## config.mk

```make
export PLATFORM = sky130hd
export DESIGN_NAME = bnn_conv5x5_xnor
export DESIGN_NICKNAME = d
export VERILOG_FILES = /design/src/rtl/bnn_conv5x5_xnor.sv
export SDC_FILE = /design/constraint.sdc
export NUM_CORES = 1
export LEC_CHECK = 0
export ABC_AREA = 1
export ABC_CLOCK_PERIOD_IN_PS = 4700
export BUFFER_PORTS_ARGS = -buffer_cell sky130_fd_sc_hd__buf_4
export CAP_MARGIN = 10
export CORE_MARGIN = 2
export CORE_UTILIZATION = 45
export DETAILED_ROUTE_END_ITERATION = 10
export MAX_ROUTING_LAYER = met4
export PLACE_DENSITY = 0.61
export SYNTH_ARGS = -nofsm -noshare
export SYNTH_HDL_FRONTEND = slang
export SYNTH_SLANG_ARGS = --single-unit
```

## constraint.sdc

```tcl
create_clock -name clk -period 4.7 [get_ports clk]
set_clock_uncertainty 0.1 [all_clocks]
set_input_delay 0.94 -clock clk [delete_from_list [all_inputs] [get_ports clk]]
set_output_delay 0.94 -clock clk [all_outputs]
set_load 0.1 [all_outputs]
```

## src/rtl/bnn_conv5x5_xnor.sv

```systemverilog
// ---------------------------------------------------------------------------
// bnn_conv5x5_xnor
//
// Binary 5x5 convolution stage that sits behind a 5x5 column shift buffer.
// Each accepted column shift presents a 25-bit binary window. The window is
// XNORed with a loaded 25-bit kernel (1 = +1, 0 = -1) and the matches are
// popcounted. The popcount is then compared against a threshold to give one
// binarized activation bit per complete window. The block also tracks
// window fill per image row, tags every result with its column position and
// flags rows that receive more than IMG_W columns.
//
// Parameters
//   IMG_W     image width in columns (>= 5)
//   COL_W     width of out_col_o, 2**COL_W > IMG_W-5
//
// Ports
//   clk          rising-edge clock
//   rst          asynchronous active-high reset
//   en_i         column shift strobe shared with the column buffer
//   row_start_i  one-cycle pulse marking the first column of a row
//   window_i     25-bit window {col4..col0}; bit i pairs with weight bit i
//   w_load_i     loads w_data_i and thresh_in_i
//   w_data_i     kernel weights
//   thresh_in_i  activation threshold (values above 25 never fire)
//   out_valid_o  one-cycle result strobe
//   out_bit_o    1 when popcount >= threshold
//   out_pop_o    popcount 0..25
//   out_col_o    window index within the row
//   out_last_o   last window of the row (qualified by out_valid_o)
//   ovf_o        sticky: more than IMG_W columns since row_start_i
//
// Pipeline: en sampled at edge N -> window read at N+1 (stage 1),
// popcount at N+2 (stage 2), outputs at N+3.
// ---------------------------------------------------------------------------
module bnn_conv5x5_xnor #(
  parameter int IMG_W = 28,
  parameter int COL_W = 5
) (
  input  logic             clk,
  input  logic             rst,
  input  logic             en_i,
  input  logic             row_start_i,
  input  logic [24:0]      window_i,
  input  logic             w_load_i,
  input  logic [24:0]      w_data_i,
  input  logic [4:0]       thresh_in_i,
  output logic             out_valid_o,
  output logic             out_bit_o,
  output logic [4:0]       out_pop_o,
  output logic [COL_W-1:0] out_col_o,
  output logic             out_last_o,
  output logic             ovf_o
);

  // Column counter must hold IMG_W+1 so the first excess column is visible.
  localparam int               CNT_W     = $clog2(IMG_W + 2);
  localparam logic [CNT_W-1:0] CNT_LIMIT = CNT_W'(IMG_W);
  localparam logic [CNT_W-1:0] CNT_SAT   = CNT_W'(IMG_W + 1);
  localparam logic [COL_W-1:0] LAST_COL  = COL_W'(IMG_W - 5);
  localparam logic [2:0]       FILL_FULL = 3'd5;

  // Number of set bits in a 25-bit vector (0..25 fits in 5 bits).
  function automatic logic [4:0] popcount25(input logic [24:0] vec);
    logic [4:0] acc;
    acc = 5'd0;
    for (int i = 0; i < 25; i++) begin
      acc = acc + {4'd0, vec[i]};
    end
    return acc;
  endfunction

  // Row bookkeeping
  logic [2:0]       fill_q,    fill_d;
  logic [CNT_W-1:0] col_cnt_q, col_cnt_d;
  logic             ovf_q,     ovf_d;
  logic [COL_W-1:0] pos_q,     pos_d;
  logic             en_d_q;

  // Kernel configuration
  logic [24:0]      weights_q, weights_d;
  logic [4:0]       thr_q,     thr_d;

  // Stage 1
  logic             v1_q,      v1_d;
  logic [24:0]      xnor1_q,   xnor1_d;
  logic [4:0]       thr1_q,    thr1_d;
  logic [COL_W-1:0] col1_q,    col1_d;

  // Stage 2
  logic             v2_q,      v2_d;
  logic [4:0]       pop2_q,    pop2_d;
  logic [4:0]       thr2_q,    thr2_d;
  logic [COL_W-1:0] col2_q,    col2_d;

  // Output stage
  logic             out_valid_q, out_valid_d;
  logic             out_bit_q,   out_bit_d;
  logic [4:0]       out_pop_q,   out_pop_d;
  logic [COL_W-1:0] out_col_q,   out_col_d;
  logic             out_last_q,  out_last_d;

  // Window fill: saturates at 5; a row_start with en counts that column as
  // the first of the new row.
  always_comb begin
    fill_d = fill_q;
    if (row_start_i) begin
      if (en_i) begin
        fill_d = 3'd1;
      end else begin
        fill_d = 3'd0;
      end
    end else if (en_i && (fill_q != FILL_FULL)) begin
      fill_d = fill_q + 3'd1;
    end else begin
      fill_d = fill_q;
    end
  end

  // Columns since row_start and the sticky overflow flag.
  always_comb begin
    col_cnt_d = col_cnt_q;
    ovf_d     = ovf_q;
    if (row_start_i) begin
      ovf_d = 1'b0;
      if (en_i) begin
        col_cnt_d = {{(CNT_W-1){1'b0}}, 1'b1};
      end else begin
        col_cnt_d = {CNT_W{1'b0}};
      end
    end else if (en_i) begin
      // Reaching IMG_W already means this pulse is column IMG_W+1.
      if (col_cnt_q == CNT_LIMIT) begin
        ovf_d = 1'b1;
      end else begin
        ovf_d = ovf_q;
      end
      if (col_cnt_q != CNT_SAT) begin
        col_cnt_d = col_cnt_q + {{(CNT_W-1){1'b0}}, 1'b1};
      end else begin
        col_cnt_d = col_cnt_q;
      end
    end else begin
      col_cnt_d = col_cnt_q;
      ovf_d     = ovf_q;
    end
  end

  // Kernel and threshold registers; a capture on the load edge sees old values.
  always_comb begin
    weights_d = weights_q;
    thr_d     = thr_q;
    if (w_load_i) begin
      weights_d = w_data_i;
      thr_d     = thresh_in_i;
    end else begin
      weights_d = weights_q;
      thr_d     = thr_q;
    end
  end

  // Stage 1: the buffer has shifted on the en edge, so the window is read one
  // cycle later. fill/ovf here still reflect that en column, before any
  // row_start on this same edge takes effect.
  always_comb begin
    v1_d    = en_d_q & (fill_q == FILL_FULL) & ~ovf_q;
    xnor1_d = xnor1_q;
    thr1_d  = thr1_q;
    col1_d  = col1_q;
    if (en_d_q) begin
      xnor1_d = ~(window_i ^ weights_q);
      thr1_d  = thr_q;
      col1_d  = pos_q;
    end else begin
      xnor1_d = xnor1_q;
      thr1_d  = thr1_q;
      col1_d  = col1_q;
    end
  end

  // Window position: the window entering stage 1 on a row_start edge belongs
  // to the old row and keeps its tag; only later windows restart at 0.
  always_comb begin
    pos_d = pos_q;
    if (row_start_i) begin
      pos_d = {COL_W{1'b0}};
    end else if (v1_d) begin
      pos_d = pos_q + {{(COL_W-1){1'b0}}, 1'b1};
    end else begin
      pos_d = pos_q;
    end
  end

  // Stage 2: popcount of the match vector.
  always_comb begin
    v2_d   = v1_q;
    pop2_d = pop2_q;
    thr2_d = thr2_q;
    col2_d = col2_q;
    if (v1_q) begin
      pop2_d = popcount25(xnor1_q);
      thr2_d = thr1_q;
      col2_d = col1_q;
    end else begin
      pop2_d = pop2_q;
      thr2_d = thr2_q;
      col2_d = col2_q;
    end
  end

  // Output stage: data outputs hold between results; strobes are one cycle.
  always_comb begin
    out_valid_d = v2_q;
    out_bit_d   = out_bit_q;
    out_pop_d   = out_pop_q;
    out_col_d   = out_col_q;
    out_last_d  = 1'b0;
    if (v2_q) begin
      out_bit_d  = (pop2_q >= thr2_q);
      out_pop_d  = pop2_q;
      out_col_d  = col2_q;
      out_last_d = (col2_q == LAST_COL);
    end else begin
      out_bit_d  = out_bit_q;
      out_pop_d  = out_pop_q;
      out_col_d  = out_col_q;
      out_last_d = 1'b0;
    end
  end

  // State registers; reset drops all in-flight windows.
  always_ff @(posedge clk or posedge rst) begin
    if (rst) begin
      fill_q      <= 3'd0;
      col_cnt_q   <= {CNT_W{1'b0}};
      ovf_q       <= 1'b0;
      pos_q       <= {COL_W{1'b0}};
      en_d_q      <= 1'b0;
      weights_q   <= 25'd0;
      thr_q       <= 5'd0;
      v1_q        <= 1'b0;
      xnor1_q     <= 25'd0;
      thr1_q      <= 5'd0;
      col1_q      <= {COL_W{1'b0}};
      v2_q        <= 1'b0;
      pop2_q      <= 5'd0;
      thr2_q      <= 5'd0;
      col2_q      <= {COL_W{1'b0}};
      out_valid_q <= 1'b0;
      out_bit_q   <= 1'b0;
      out_pop_q   <= 5'd0;
      out_col_q   <= {COL_W{1'b0}};
      out_last_q  <= 1'b0;
    end else begin
      fill_q      <= fill_d;
      col_cnt_q   <= col_cnt_d;
      ovf_q       <= ovf_d;
      pos_q       <= pos_d;
      en_d_q      <= en_i;
      weights_q   <= weights_d;
      thr_q       <= thr_d;
      v1_q        <= v1_d;
      xnor1_q     <= xnor1_d;
      thr1_q      <= thr1_d;
      col1_q      <= col1_d;
      v2_q        <= v2_d;
      pop2_q      <= pop2_d;
      thr2_q      <= thr2_d;
      col2_q      <= col2_d;
      out_valid_q <= out_valid_d;
      out_bit_q   <= out_bit_d;
      out_pop_q   <= out_pop_d;
      out_col_q   <= out_col_d;
      out_last_q  <= out_last_d;
    end
  end

  assign out_valid_o = out_valid_q;
  assign out_bit_o   = out_bit_q;
  assign out_pop_o   = out_pop_q;
  assign out_col_o   = out_col_q;
  assign out_last_o  = out_last_q;
  assign ovf_o       = ovf_q;

endmodule
```

==> results by group <==
STA
  – Fin crit share: 0.878
  – Slew at the pin closest to its max-slew limit: ~0.84 ns
  – Slew Viols, Final: 0
  – Setup TNS: 0 ns
  – Fin. Hold Viols: 0
  – Max_slew headroom: 0.439
  – Final setup vio count: 0
  – Worst Slack Setup Final: approximately 0.57 ns
  – Unrepaired setup endpoints after global routing: false
  – Fin crit period: 4.13 ns
  – Hold WS: 0.378 ns
  – Achievable Freq: 242 MHz

Layout
  – Layout area overhead: 17.9%
  – FF/Latch Area: 0.00275 mm^2
  – Final core utilization: 0.543
  – Fin nets: 679
  – Antenna fix cells: 0
  – Layout cells sized above 1: 0.185
  – Area occupied by multi-input gates: 0.00211 mm^2
  – Fillcell total: approximately 1,100

Power
  – Clock share of power: 0.219
  – Int Power: 2.10 mW
  – Lkg Pwr: between 3 and 4 nW
  – Power density cells: between 500 and 600 mW/mm^2
  – Worst vdd ir: 0.000444 V
  – Power share of the combinational group: 0.450
  – Net Sw Power: between 1 and 1.5 mW
  – Sequential power share: 0.331
  – Switching Share: 0.401

Critical path
  – Top delay family on crit path: adder cells
  – FF-to-FF Start: xnor1_q[0]$_DFFE_PP0P_
  – CP startpoint: xnor1_q[0]$_DFFE_PP0P_
  – Critical path's most frequent cell: fa_1
  – Critical path cell sequence: inv_1, fa_1, fa_1, fa_1, fa_1, fa_1, inv_1, fa_1, inv_1, fa_1, o21ai_0
  – Crit Path Category: register to register
  – Worst path arrival time: 4.29 ns
  – Critical path fanouts, max: 2
  – Worst path bufs/invs: 3
  – Crit path launch type: register
  – Worst Path Required: 4.86 ns
  – Slowest stage delay, CP: 0.56 ns
  – Critical-path top delay cell: fa_1
  – CP endpoint kind: register

Floorplan
  – DIE HEIGHT: 112 um
  – Die W: 112 um
  – Core area: 0.0114 mm^2
  – # IOs: 74
  – FP Rows: 39
  – Die area: between 0.01 and 0.015 mm^2
  – Initial core utilization: 0.461

Clock tree
  – Post-CTS Setup Inserts: 0
  – Worst-Skew Late Latency: between 0.3 and 0.4 ns
  – CTS Buf Count: 9
  – Reg clk slew, reported paths: 0.07 ns
  – Post-cts gate resize count: 0
  – Clock sink count: 110
  – CTS tree: built
  – Clk root buf: clkbuf_16
  – H-tree Lvls: 3
  – Clock buffer depth: 2
  – Post-CTS Hold Buffers: 0

Routing
  – DR pass1 iterations: 4
  – DR iter-0 viols: between 100 and 150
  – Routed len/inst: 12.0 um
  – DRC: 0
  – Post-route ant nets: 0
  – DR vias: ~3,400
  – Post-DR vias/cell: 4.64
  – Final WL: just under 9 mm

Run status
  – Outcome: finished, final reports clean

Yosys
  – Ys flop type: dfrtp_1
  – Asr flop ratio synth: 1.00
  – Mapped Nets: between 600 and 700
  – Yosys reg bits: between 100 and 150
  – Number of synthesized flops with an enable pin: 0
  – Seq/Total Area, Yosys: 0.523
  – Mapped cell area: 0.00526 mm^2
  – Ys Warns: 0
  – Syn Inst Count: about 520
  – Unique masters post-synth: 27
  – Avg Synthesized Cell Area: 10.2 um^2

GRT
  – Total GRT Usage: 0.160
  – Grt ovf: 0
  – Largest net degree at the start of global routing: 63
  – Initial antenna violation count: 0
  – Vias in the first global route: 3,504
  – First-pass GRT wire length: roughly 16 mm

Placement
  – Port Buffers: 73
  – Placer congestion estimate: 0.764
  – Place WS: about 0.56 ns
  – Post-DP HPWL: 6.39 mm

Worst hold path
  – Hold Path Origin: col1_q[2]$_DFFE_PP0P_
  – Worst hold path type: register to register

Flow run
  – Count of maximum capacitance violations: 0
[synth_stat cells, types with 2 or more instances]
master	n	area, um^2
a21oi_1	12	60.1
nor2_4	2	22.5
buf_2	10	50.1
o21ai_0	50	250
nand3_1	16	80.1
buf_6	3	33.8
inv_2	3	11.3
nand2_2	2	12.5
nand4_1	4	25.0
nand2_1	106	398
nor2_1	21	78.8
ha_1	16	200
xor2_1	28	245
clkbuf_1	2	7.51
inv_1	75	282
mux2_1	22	248
dfrtp_1	110	2750
mux2_2	7	78.8
fa_1	18	360
[kinds of logic (layout without fill, tap and decap cells)]
| group | after synthesis | after routing | share of synthesized area |
|---|---|---|---|
| compound gates | 66 | 66 | 0.0642 |
| xor+xnor | 28 | 28 | 0.0466 |
| fa+ha+maj | 34 | 34 | 0.107 |
| buf+inv | 94 | 169 | 0.0745 |
| flops | 110 | 110 | 0.523 |
| mux | 29 | 29 | 0.0621 |
| simple gates | 154 | 154 | 0.123 |
[final cells by class]
cell class / instances / share of cell area
sequential: 110 / 0.444
multi-input combinational: 311 / 0.341
timing repair buffer: 75 / 0.0908
inverter: 78 / 0.0476
clock buffer: 10 / 0.0369
tap: 143 / 0.0288
clock inverter: 6 / 0.0111
[layout by cell type, fill, tap and decap left out, types with 2 or more instances in the layout]
master / count
nor2_1: 21
inv_2: 3
nand2_1: 106
inv_1: 74
xor2_1: 28
clkbuf_16: 9
inv_6: 2
mux2_1: 22
buf_4: 75
mux2_2: 7
nor2_4: 2
o21ai_0: 50
fa_1: 18
ha_1: 16
a21oi_1: 12
dfrtp_1: 110
nand4_1: 4
nand3_1: 16
nand2_2: 2
[state kept, by name (all words and copies together), names as in the netlist, 3 cells and up]
signal	flops
pos_q	5
thr2_q	5
xnor1_q	25
col1_q	5
weights_q	25
thr1_q	5
out_pop_o	5
thr_q	5
fill_q	3
col_cnt_q	5
col2_q	5
out_col_o	5
pop2_q	5
[through the flow]
stage          power (mW)  std cells  cell area [um^2]
4_1_cts              3.57        733              6200
6_report             3.50        733              6200
3_3_place_gp         2.73        717              5900
3_5_place_dp         2.79        717              5900
2_1_floorplan        2.43        515              5260
5_1_grt              3.86        733              6200
[worst register-to-register path, stage by stage, from the launching register on]
cell	delay (ns)
dfrtp_1	0.34
inv_1	0.06
fa_1	0.56
fa_1	0.46
fa_1	0.55
fa_1	0.43
fa_1	0.49
inv_1	0.05
fa_1	0.37
inv_1	0.08
fa_1	0.40
o21ai_0	0.16
[routing by layer]
metal | vias to the layer above | share of wire | wire length [um] | GRT usage
li1 | 1754 | - | - | -
met1 | 1584 | 0.50 | 4360 | 0.217
met2 | 58 | 0.45 | 3910 | 0.239
met3 | 8 | 0.043 | 378 | 0.0416
met4 | 0 | 0.012 | 105 | 0.0488
met5 | - | 0 | 0 | -
[power by group through the flow]
stage               sequential [mW]  combinational [mW]  clock, mW
CTS                            1.16                1.61      0.794
global placement               1.18                1.55          0
floorplan                      1.41                1.02          0
detailed placement             1.18                1.60          0
finish                         1.16                1.58      0.766
global route                   1.18                1.84      0.838
[final timing paths]
| check | endpoint | slack (ns) | depth (start not counted) |
|---|---|---|---|
| worst max-delay path | pop2_q[1]$_DFFE_PP0P_ | 0.57 | 11 |
| worst min-delay path | col1_q[2]$_DFFE_PP0P_ | 0.38 | 2 |
| worst max register to register | pop2_q[1]$_DFFE_PP0P_ | 0.57 | 11 |
| worst min register to register | col1_q[2]$_DFFE_PP0P_ | 0.38 | 2 |
| max in group asynchronous | xnor1_q[15]$_DFFE_PP0P_ | 3.14 | 3 |
| min in group asynchronous | col_cnt_q[1]$_DFFE_PP0P_ | 0.50 | 2 |
(Power assumes the default switching activity.)
